**src/rtl/mac_tap_seq.sv**
```systemverilog
// mac_tap_seq: sequences an external 8-bit MAC through a 1..16 tap FIR.
// Ports:
//   MAC_ACC_CLK, acc_ff_rstn          clock, async active-low reset
//   CFG_WE/CFG_ADDR/CFG_WDATA         coefficient write (IDLE only)
//   CFG_TAP_CNT, CFG_RND              taps-1 and rounding seed, latched per sample
//   SMP_VALID/SMP_DATA/SMP_READY      sample input handshake
//   MAC_OPER_DATA/MAC_COEF_DATA       MAC operands, valid in RUN only
//   EFPGA_MATHB_CLK_EN                MAC accumulator load enable
//   MAC_ACC_CLEAR/MAC_ACC_RND         first-tap feedback select strobes
//   MAC_OUT                           MAC accumulator result
//   RES_VALID/RES_DATA/RES_READY      filter result handshake
//   BUSY                              high outside IDLE
module mac_tap_seq #(
    parameter int MAX_TAPS = 16
) (
    input  logic       MAC_ACC_CLK,
    input  logic       acc_ff_rstn,
    input  logic       CFG_WE,
    input  logic [3:0] CFG_ADDR,
    input  logic [7:0] CFG_WDATA,
    input  logic [3:0] CFG_TAP_CNT,
    input  logic       CFG_RND,
    input  logic       SMP_VALID,
    input  logic [7:0] SMP_DATA,
    output logic       SMP_READY,
    output logic [7:0] MAC_OPER_DATA,
    output logic [7:0] MAC_COEF_DATA,
    output logic       EFPGA_MATHB_CLK_EN,
    output logic       MAC_ACC_CLEAR,
    output logic       MAC_ACC_RND,
    input  logic [7:0] MAC_OUT,
    output logic       RES_VALID,
    output logic [7:0] RES_DATA,
    input  logic       RES_READY,
    output logic       BUSY
);
    typedef enum logic [1:0] {IDLE, RUN, DRAIN, HOLD} state_t;
    state_t     state_q, state_d;
    logic [7:0] coef_q [MAX_TAPS];
    logic [7:0] x_q    [MAX_TAPS];
    logic [3:0] idx_q, idx_d;
    logic [3:0] cnt_q;
    logic       rnd_q;
    logic [7:0] res_data_q;
    logic       res_valid_q;
    logic       accept;
    logic       run;
    logic       first;

    assign accept = SMP_VALID && (state_q == IDLE);
    assign run    = (state_q == RUN);
    assign first  = run && (idx_q == 4'd0);

    always_comb begin
        state_d = state_q;
        idx_d   = idx_q;
        case (state_q)
            IDLE: begin
                if (accept) begin
                    state_d = RUN;
                    idx_d   = 4'd0;
                end
            end
            // The last tap leaves RUN instead of incrementing, so the index
            // never wraps even with all 16 taps.
            RUN:     if (idx_q == cnt_q) state_d = DRAIN; else idx_d = idx_q + 4'd1;
            DRAIN:   state_d = HOLD;
            HOLD:    if (RES_READY) state_d = IDLE;
            default: state_d = IDLE;
        endcase
    end

    always_ff @(posedge MAC_ACC_CLK or negedge acc_ff_rstn) begin
        if (!acc_ff_rstn) begin
            state_q     <= IDLE;
            idx_q       <= 4'd0;
            cnt_q       <= 4'd0;
            rnd_q       <= 1'b0;
            res_data_q  <= 8'd0;
            res_valid_q <= 1'b0;
            for (int i = 0; i < MAX_TAPS; i++) begin
                x_q[i]    <= 8'd0;
                coef_q[i] <= 8'd0;
            end
        end else begin
            state_q <= state_d;
            idx_q   <= idx_d;
            if (accept) begin
                x_q[0] <= SMP_DATA;
                for (int i = MAX_TAPS - 1; i > 0; i--) x_q[i] <= x_q[i-1];
                cnt_q <= CFG_TAP_CNT;
                rnd_q <= CFG_RND;
            end
            if (CFG_WE && state_q == IDLE) coef_q[CFG_ADDR] <= CFG_WDATA;
            if (state_q == DRAIN) begin
                res_data_q  <= MAC_OUT;
                res_valid_q <= 1'b1;
            end else if (state_q == HOLD && RES_READY) begin
                res_valid_q <= 1'b0;
            end
        end
    end

    // MAC drives are forced to zero outside RUN so the accumulator holds.
    assign MAC_OPER_DATA      = run ? x_q[idx_q] : 8'd0;
    assign MAC_COEF_DATA      = run ? coef_q[idx_q] : 8'd0;
    assign EFPGA_MATHB_CLK_EN = run;
    assign MAC_ACC_CLEAR      = first && !rnd_q;
    assign MAC_ACC_RND        = first && rnd_q;
    assign SMP_READY          = (state_q == IDLE);
    assign BUSY               = (state_q != IDLE);
    assign RES_VALID          = res_valid_q;
    assign RES_DATA           = res_data_q;
endmodule

```
**config.mk**
```make
export PLATFORM = sky130hd
export DESIGN_NAME = mac_tap_seq
export DESIGN_NICKNAME = d
export VERILOG_FILES = /design/src/rtl/mac_tap_seq.sv
export SDC_FILE = /design/constraint.sdc
export NUM_CORES = 1
export LEC_CHECK = 0
export CAP_MARGIN = 10
export CORE_ASPECT_RATIO = 0.9
export CORE_MARGIN = 2
export CORE_UTILIZATION = 60
export DETAILED_ROUTE_END_ITERATION = 12
export PLACE_DENSITY = 0.83
export SYNTH_ARGS = -nofsm -noshare
export SYNTH_HDL_FRONTEND = slang
export SYNTH_SLANG_ARGS = --single-unit
```
**constraint.sdc**
```tcl
create_clock -name MAC_ACC_CLK -period 2.65 [get_ports MAC_ACC_CLK]
set_input_delay 0.265 -clock MAC_ACC_CLK [delete_from_list [all_inputs] [get_ports MAC_ACC_CLK]]
set_output_delay 0.265 -clock MAC_ACC_CLK [all_outputs]
set_load 0.01 [all_outputs]
```
==> results.cfg, run 1 <==
[run_status]
status = complete, no violations

[global_route]
grt_pass1_vias = 8332
grt_pass1_wl_um = 44900
antenna_found_initial = 0
grt_overflow_total = 0
grt_max_degree = 78
grt_use_total_pct = 25.4

[worst_setup_path]
worstPathRequired_ns = 2.38
path_cells = buf_4 > clkbuf_16 > mux2i_1 > a22oi_1 > nand3_1 > nand2_1 > dlygate4sd2_1
crit_start = idx_q[0]
max_stage_delay_ns = 0.54
critical_path_class = reg -> out
crit_slowest_cell = dfrtp_4
start_kind = register
end_kind = primary output
cp_max_fo = 14
critPathBufInv = 3
arrival_ns = 2.34
worstReg2RegStart = state_q[0]
critPathTopFamily = buffers and inverters

[sta]
slew_violations = 0
finClkSkew_ns = 0.0152
finalSetupTns_ns = 0
max_freq_mhz = 384
fin_crit_sh_pct = 98.2
hold_viol = 0
grt_setup_unrepaired = true
setup_slack_ns = 0.0476
layout_min_cycle_time_ns = 2.60
setup_violations = 0
max_slew_margin_pct = 58.5
worstMarginPinSlew_ns = 0.620

[synth]
synth_top_cell_area_share_pct = 53.8
ys.flop_type = dfrtp_1
syn-num-nets = 947
synthMostInstantiatedCell = dfrtp_1
synth_top_area_cell = dfrtp_1
synthCells = 902
yosys_warnings = 0
synthArstFlopShare_pct = 100
syn_avg_cell_area_um2 = 14.2
synth_commonest_cells = 276 x dfrtp_1, 262 x mux2_2, 98 x mux2i_1
synth-seq-area-share_pct = 53.8
synth_seq_cells = 276
synth_area_um2 = 12800
synth_area_leaders = dfrtp_1 54%, mux2_2 23%, mux2i_1 7.6%
synth_edf_count = 0
synth_cell_types = 43

[routing]
finalWirelength_um = 28200
post_drt_wl_per_cell_um = 21.5
drt_pass1_iterations = 5
drc_errors = 0
vias = 7889
viasPerCell = 6.04
drtIter0Drc = 535
antenna_left = 0

[cts]
clockBufferDepth = 3
cts-htree-levels = 1
cts_sinks = 276
cts_made_buffers = 28
clk_pin_slew_ns = 0.06
root_buffer = clkbuf_16
clock_latency_ns = 0.54
cts_tree = built

[final_layout]
fillers = 1324
areaGrowthSynthToFinish_pct = 18.7
nNetsFinal = 1047
drive_above_1_share_pct = 42.4
antenna_cells = 0
final_core_util_pct = 72.9

[power]
irDropWorstVdd_mv = 0.754
switchingPower_mw = 5.03
p_int_mw = 11.0
swShare_pct = 31.4
finalPower_mw = 16.0
pwr-share-clk_pct = 24.4
power.density_nw_per_um2 = 1050
p_leak_nw = 7.18
seqPwrFrac_pct = 39.8
combPwrFrac_pct = 35.8

[place]
place.gp.congestion = 0.813
pre_cts_ws_ns = 0.174
port-buffer-count = 67
hpwl_um = 17500

[floorplan]
num_io_pins = 68
core_um2 = 20900
dieArea_um2 = 22600
fp.dieW_um = 158
start_util_pct = 61.4
row_count = 50
die_y_um = 143

[job]
cap_violations = 0

[min_path]
hold_path_class = in -> async
registers in the layout, summed over array words and instances, names as in the netlist:
signal	flops
coef_q	128
cnt_q	4
x_q	128
rnd_q	1
state_q	2
idx_q	4
RES_VALID	1
RES_DATA	8
power by group through the flow:
stage	sequential [mW]	clock, mW	combinational (mW)
final	6.37	3.91	5.74
after global routing	6.51	4.15	6.16
after CTS	6.33	3.96	5.58
after detailed placement	6.40	0	5.37
after global placement	6.32	0	5.25
after floorplan	6.12	0	3.82
stage by stage:
step | cell area, µm² | hold WS, ns | instances
6_report | 15200 | 0.294 | 1307
5_1_grt | 15200 | 0.348 | 1307
3_3_place_gp | 14000 | 0.286 | 1238
3_5_place_dp | 14000 | 0.292 | 1238
4_1_cts | 15100 | 0.320 | 1297
2_1_floorplan | 12800 | -0.0306 | 902
repair_timing:
action / in CTS / in global routing
gates cloned: 1 / 1
resized for setup: 50 / 27
pin swaps: 4 / 12
endpoints found under the hold margin: 73 / 0
hold buffers: 1 / 0
endpoints found under the setup margin: 18 / 11
buffers inserted: 8 / 9
final timing paths:
check / end / slack, ns / cells past startpoint
max in group asynchronous: coef_q[120] / 1.47 / 3
worst max register to register: coef_q[109] / 0.38 / 5
worst max-delay path: MAC_OPER_DATA[2] / 0.05 / 7
worst min register to register: RES_VALID / 0.48 / 1
min in group MAC_ACC_CLK: x_q[127] / 0.33 / 2
worst min-delay path: coef_q[29] / 0.29 / 2
layout by cell type (no fill, tap or decap), types with 2 or more instances in the layout:
| cell type | n |
|---|---|
| a221oi_1 | 8 |
| a221oi_2 | 7 |
| a22oi_1 | 31 |
| buf_12 | 13 |
| buf_2 | 3 |
| buf_4 | 42 |
| buf_6 | 4 |
| buf_8 | 2 |
| clkbuf_1 | 8 |
| clkbuf_16 | 30 |
| clkbuf_2 | 5 |
| clkbuf_8 | 9 |
| clkdlybuf4s50_1 | 48 |
| clkinv_2 | 2 |
| dfrtp_1 | 274 |
| dlygate4sd2_1 | 9 |
| ha_1 | 7 |
| inv_1 | 8 |
| mux2_2 | 262 |
| mux2_4 | 8 |
| mux2i_1 | 98 |
| mux4_2 | 16 |
| nand2_1 | 24 |
| nand2b_1 | 5 |
| nand3_1 | 17 |
| nand4_1 | 4 |
| nand4b_1 | 2 |
| nor2_1 | 7 |
| nor2_2 | 10 |
| nor3_1 | 3 |
| o21ai_0 | 7 |
| o21ai_1 | 9 |
| o21ai_2 | 3 |
| o221ai_1 | 2 |
| xnor2_1 | 4 |
final cells by class:
class                      instances  area [µm²]  share of cell area, %
sequential                       276        6910                   45.3
multi-input combinational        557        5670                   37.2
inverter                           8        30.0                  0.197
clock inverter                     3        40.0                  0.263
clock buffer                      46         880                   5.77
tap                              286         358                   2.35
timing repair buffer             131        1360                   8.89
routing by layer:
layer / routed length, µm / track usage (%)
met5: 0 / 0
met1: 13000 / 37.9
met3: 1430 / 4.49
met4: 597 / 6.31
met2: 13100 / 39.2
kinds of logic (layout without fill, tap and decap cells):
kind of cell | Yosys count | count (layout) | synth area share [%]
compound gates | 75 | 75 | 4.20
xor+xnor | 4 | 4 | 0.273
fa+ha+maj | 7 | 7 | 0.682
buf+inv | 69 | 188 | 2.88
flops | 276 | 276 | 53.8
mux | 384 | 384 | 34.4
simple gates | 87 | 87 | 3.80
No activity file was read; power rests on OpenSTA's default activity.
==> run 2: changes to the inputs <==
CORE_MARGIN = unset   (was 2)
CTS_BUF_LIST = sky130_fd_sc_hd__clkbuf_16   (was unset)
==> run 2 against run 1 <==
  * Fmax is 1.7% lower
  * Global-route usage up 1.9 points
  * Cell count shrank 0.92%
  * Via count up 0.68%
  * Sequential share of layout area up 0.52 points
  * Critical path depth decreased by 1
  * Core utilization down 0.84 points
==> results.cfg, run 2 (same netlist as run 1, synthesis figures left out) <==
[routing]
drtIter0Drc = 519
vias = 7943
finalWirelength_um = 28400
post_drt_wl_per_cell_um = 22.0
drc_errors = 0
antenna_left = 0
drt_pass1_iterations = 4
viasPerCell = 6.13

[cts]
clk_pin_slew_ns = 0.06
clockBufferDepth = 3
clock_latency_ns = 0.53
cts-htree-levels = 1
cts_sinks = 276
cts_made_buffers = 28
root_buffer = clkbuf_16
cts_tree = built

[sta]
slew_violations = 0
setup_violations = 0
worstMarginPinSlew_ns = 0.691
max_slew_margin_pct = 53.8
grt_setup_unrepaired = true
fin_crit_sh_pct = 99.9
layout_min_cycle_time_ns = 2.65
holdWs_ns = 0.299
max_freq_mhz = 378
finClkSkew_ns = 0.0125
finalSetupTns_ns = 0
hold_viol = 0

[worst_setup_path]
arrival_ns = 2.38
regToRegEndpoint = coef_q[10]
cp_max_fo = 6
end_kind = primary output
worstReg2RegStart = state_q[0]
worstRegToRegCells = 5
start_kind = register
r2r_slack_ns = 0.36
crit_end = MAC_OPER_DATA[2]
critical_path_class = reg -> out
crit_start = idx_q[0]
worstPathRequired_ns = 2.38

[final_layout]
areaGrowthSynthToFinish_pct = 17.3
nNetsFinal = 1036
antenna_cells = 0
layout_common_cells = 275 x dfrtp_1, 262 x mux2_2, 97 x mux2i_1
final_common_cell = dfrtp_1
fillers = 1390
drive_above_1_share_pct = 40.6
final_cell_area_um2 = 15100

[floorplan]
core_um2 = 20900
row_count = 50
die_y_um = 141
num_io_pins = 68
start_util_pct = 61.4
fp.dieW_um = 156
dieArea_um2 = 22000

[global_route]
grt_pass1_vias = 8339
antenna_found_initial = 0
grt_max_degree = 80
grt_pass1_wl_um = 46300
grt_overflow_total = 0
grt_use_total_pct = 27.3

[place]
place.gp.congestion = 0.778
placed_cell_area_um2 = 14000
hpwl_um = 17600
port-buffer-count = 67

[run_status]
status = complete, no violations

[min_path]
hold_path_class = in -> async

[power]
irDropWorstVdd_mv = 0.759
p_leak_nw = 7.09
power.density_nw_per_um2 = 1040

[job]
cap_violations = 0
run 2: cell count changes in the layout (fill, tap and decap cells not counted), moves of 4 or more:
cell and change:
clkbuf_8 -9, inv_1 +6, buf_12 -4, clkbuf_1 -8, buf_4 -11, clkinv_1 +9
run 2: area by class of cell:
| class | instances | area [µm²] | share of cell area [%] |
|---|---|---|---|
| Sequential cell | 276 | 6910 | 45.9 |
| Multi-Input combinational cell | 557 | 5640 | 37.4 |
| Timing Repair Buffer | 120 | 1300 | 8.65 |
| Clock buffer | 29 | 726 | 4.82 |
| Tap cell | 286 | 358 | 2.38 |
| Clock inverter | 19 | 101 | 0.673 |
| Inverter | 8 | 30.0 | 0.199 |
run 2: worst max-delay path, stage by stage, from the launching register on:
cell and delay [ns]:
dfrtp_4 0.48, buf_6 0.16, buf_16 0.14, mux4_2 0.51, o21ai_1 0.15, nand2_1 0.10, dlygate4sd2_1 0.29
run 2: what timing repair did:
action                                 in CTS  in global routing
setup endpoints to repair                  18                 17
setup buffers                               4                  6
pin swaps                                   0                  6
gates resized for setup                    45                 32
endpoints found under the hold margin      75                  0
hold buffers                                1                  0
gates cloned                                4                  0
run 2: power breakdown:
part / switching [mW] / internal, mW / leakage, nW / total, mW
Combinational: 2.66 / 3.13 / 3.00 / 5.79
Clock: 1.56 / 2.05 / 0.429 / 3.61
Sequential: 0.837 / 5.51 / 3.66 / 6.35
Total: 5.06 / 10.7 / 7.09 / 15.7
run 2: worst min path at each step:
stage | depth (start not counted) | slack (ns) | startpoint | to
floorplan | 0 | -0.03 | acc_ff_rstn | RES_DATA[0]
global placement | 1 | 0.28 | acc_ff_rstn | coef_q[29]
detailed placement | 1 | 0.29 | acc_ff_rstn | coef_q[29]
CTS | 2 | 0.32 | acc_ff_rstn | coef_q[52]
global route | 2 | 0.32 | CFG_TAP_CNT[2] | cnt_q[2]
finish | 2 | 0.30 | acc_ff_rstn | coef_q[29]
run 2: metal layers:
layer / track usage [%] / wire, µm / vias to the layer above / share of wire (%)
met5: 0 / 0 / - / 0
met4: 5.52 / 519 / 0 / 1.8
met3: 4.33 / 1400 / 42 / 4.9
met2: 42.6 / 13500 / 198 / 48
met1: 40.8 / 13000 / 4192 / 46
li1: - / - / 3511 / -
run 2: metrics by stage:
| stage | total power, mW | worst slack (ns) | std cells | util [%] |
|---|---|---|---|---|
| 4_1_cts | 15.7 | -0.00931 | 1289 | 71.7 |
| 5_1_grt | 16.5 | -0.0588 | 1295 | 72.1 |
| 6_report | 15.7 | 0.00264 | 1295 | 72.1 |
| 3_3_place_gp | 11.5 | 0.189 | 1232 | 66.8 |
| 3_5_place_dp | 11.7 | 0.150 | 1232 | 66.8 |
| 2_1_floorplan | 9.95 | 0.613 | 902 | - |
==> run 3: changes to the inputs <==
CORE_MARGIN = 5   (was unset)
REMOVE_ABC_BUFFERS = 1   (was unset)
==> run 3 against run 2 <==
  * Largest power group unchanged
  * Via count down 2.3%
  * The flow now finishes with violations (negative setup slack)
  * Critical endpoint is now MAC_COEF_DATA[7]
  * Core utilization about the same
  * Count of clock-buffer cells in the layout down 1
  * Clock power down 1%
  * Register-to-register slack worse by 0.09 ns
  * First-iteration DRC count up 4.4%
  * Power down 0.92%
  * Critical path type unchanged
  * Design area up 0.24%
  * Non-clock buffer count down 5
  * Critical path depth down 1
  * Sequential power about the same
  * Cell count down 0.31%
==> results.cfg, run 3 (same netlist as run 1, synthesis figures left out) <==
[place]
hpwl_um = 16800
place_inst = 1228
pre_cts_ws_ns = 0.175
port-buffer-count = 67
place.gp.congestion = 0.813

[routing]
drtIter0Drc = 542
viasPerCell = 6.01
drc_errors = 0
drt_pass1_iterations = 5
finalWirelength_um = 27300
vias = 7759
antenna_left = 0
post_drt_wl_per_cell_um = 21.2

[job]
cap_violations = 0

[floorplan]
num_io_pins = 68
dieArea_um2 = 24400
fp.dieW_um = 164
row_count = 50
start_util_pct = 61.3
die_y_um = 149
core_um2 = 21000

[sta]
slew_violations = 0
setup_violations = 3
hold_viol = 0
worstMarginPinSlew_ns = 0.672
max_slew_margin_pct = 54.9
setup_slack_ns = -0.154
finalSetupTns_ns = -0.410
layout_min_cycle_time_ns = 2.80
finClkSkew_ns = 0.0153
fin_crit_sh_pct = 106
max_freq_mhz = 357
grt_setup_unrepaired = true

[cts]
cts_made_buffers = 28
clk_pin_slew_ns = 0.06
cts_tree = built
clock_latency_ns = 0.54
cts_sinks = 276
cts-htree-levels = 1
clockBufferDepth = 3
root_buffer = clkbuf_16

[final_layout]
final_common_cell = dfrtp_1
nNetsFinal = 1031
antenna_cells = 0
drive_above_1_share_pct = 40.1
layout_common_cells = 275 x dfrtp_1, 262 x mux2_2, 98 x mux2i_1
layoutNonFillerInstCount = 1291
fillers = 1363
areaGrowthSynthToFinish_pct = 17.6

[worst_setup_path]
worstPathRequired_ns = 2.38
arrival_ns = 2.54
end_kind = primary output
critical_path_class = reg -> out
cp_max_fo = 11
start_kind = register

[run_status]
violations = negative setup slack
status = finished, violations left

[global_route]
grt_pass1_vias = 8322
grt_max_degree = 86
grt_use_total_pct = 22.7
grt_pass1_wl_um = 44900
grt_overflow_total = 0
antenna_found_initial = 0

[power]
irDropWorstVdd_mv = 0.839
power.density_nw_per_um2 = 1030
p_leak_nw = 7.23
finalPower_mw = 15.6

[min_path]
hold_path_class = in -> reg
-- run 3: cell types whose count changed in the layout (fill, tap and decap cells not counted), sizes merged, moves of 3 or more --
| cell | before | now |
|---|---|---|
| buf | 51 | 45 |
| dlygate4sd2 | 7 | 3 |
| dlymetal6s2s | 0 | 11 |
| inv | 14 | 18 |
| clkdlybuf4s15 | 4 | 0 |
| clkbuf | 36 | 33 |
-- run 3: worst max-delay path, cell delays in order (launching register included) --
cell	delay, ns
dfrtp_4	0.56
buf_12	0.19
mux4_2	0.49
o21ai_1	0.19
nand2_1	0.07
clkdlybuf4s50_1	0.48
-- run 3: final cells by class --
| cell class | count | area [µm²] | area share [%] |
|---|---|---|---|
| repair buffers | 115 | 1310 | 8.68 |
| multi-input cells | 557 | 5670 | 37.6 |
| clock buffers | 28 | 701 | 4.64 |
| well taps | 286 | 358 | 2.37 |
| flip-flops and latches | 276 | 6910 | 45.8 |
| inverters | 8 | 30.0 | 0.199 |
| clock inverters | 21 | 121 | 0.804 |
-- run 3: path summary, 6_finish.rpt --
check | start | cells past startpoint | endpoint | slack [ns]
max in group asynchronous | acc_ff_rstn | 3 | RES_DATA[0] | 1.54
worst max-delay path | idx_q[0] | 5 | MAC_COEF_DATA[7] | -0.15
worst min-delay path | MAC_OUT[1] | 2 | RES_DATA[1] | 0.33
worst min register to register | RES_VALID | 1 | RES_VALID | 0.49
worst max register to register | state_q[0] | 5 | coef_q[112] | 0.27
min in group asynchronous | acc_ff_rstn | 2 | x_q[88] | 0.35
-- run 3: report_power, final --
part	total [mW]	switching (mW)	internal, mW
clock network	3.56	1.56	2.00
registers	6.36	0.853	5.51
logic	5.68	2.54	3.14
-- run 3: routing by layer --
metal  vias to the layer above  wire length, µm  global-route usage (%)
met4                         0              425                    4.95
met2                       170            13400                    36.8
met5                         -                0                       0
met3                        35             1640                    3.81
met1                      4064            11800                    32.8
li1                       3490                -                       -
-- run 3: what timing repair did --
item	in CTS	in global routing
pin swaps	1	2
endpoints found under the setup margin	18	17
gates resized for setup	19	35
buffers inserted	4	6
hold buffers	1	0
gates cloned	0	3
endpoints found under the hold margin	81	0
-- run 3: metrics by stage --
step           hold slack [ns]  instance area, µm²  utilization, %
2_1_floorplan          -0.0306               12500               -
3_3_place_gp             0.320               13900            66.5
3_5_place_dp             0.320               13900            66.5
4_1_cts                  0.314               14900            70.9
5_1_grt                  0.328               15100            72.1
6_report                 0.332               15100            72.1
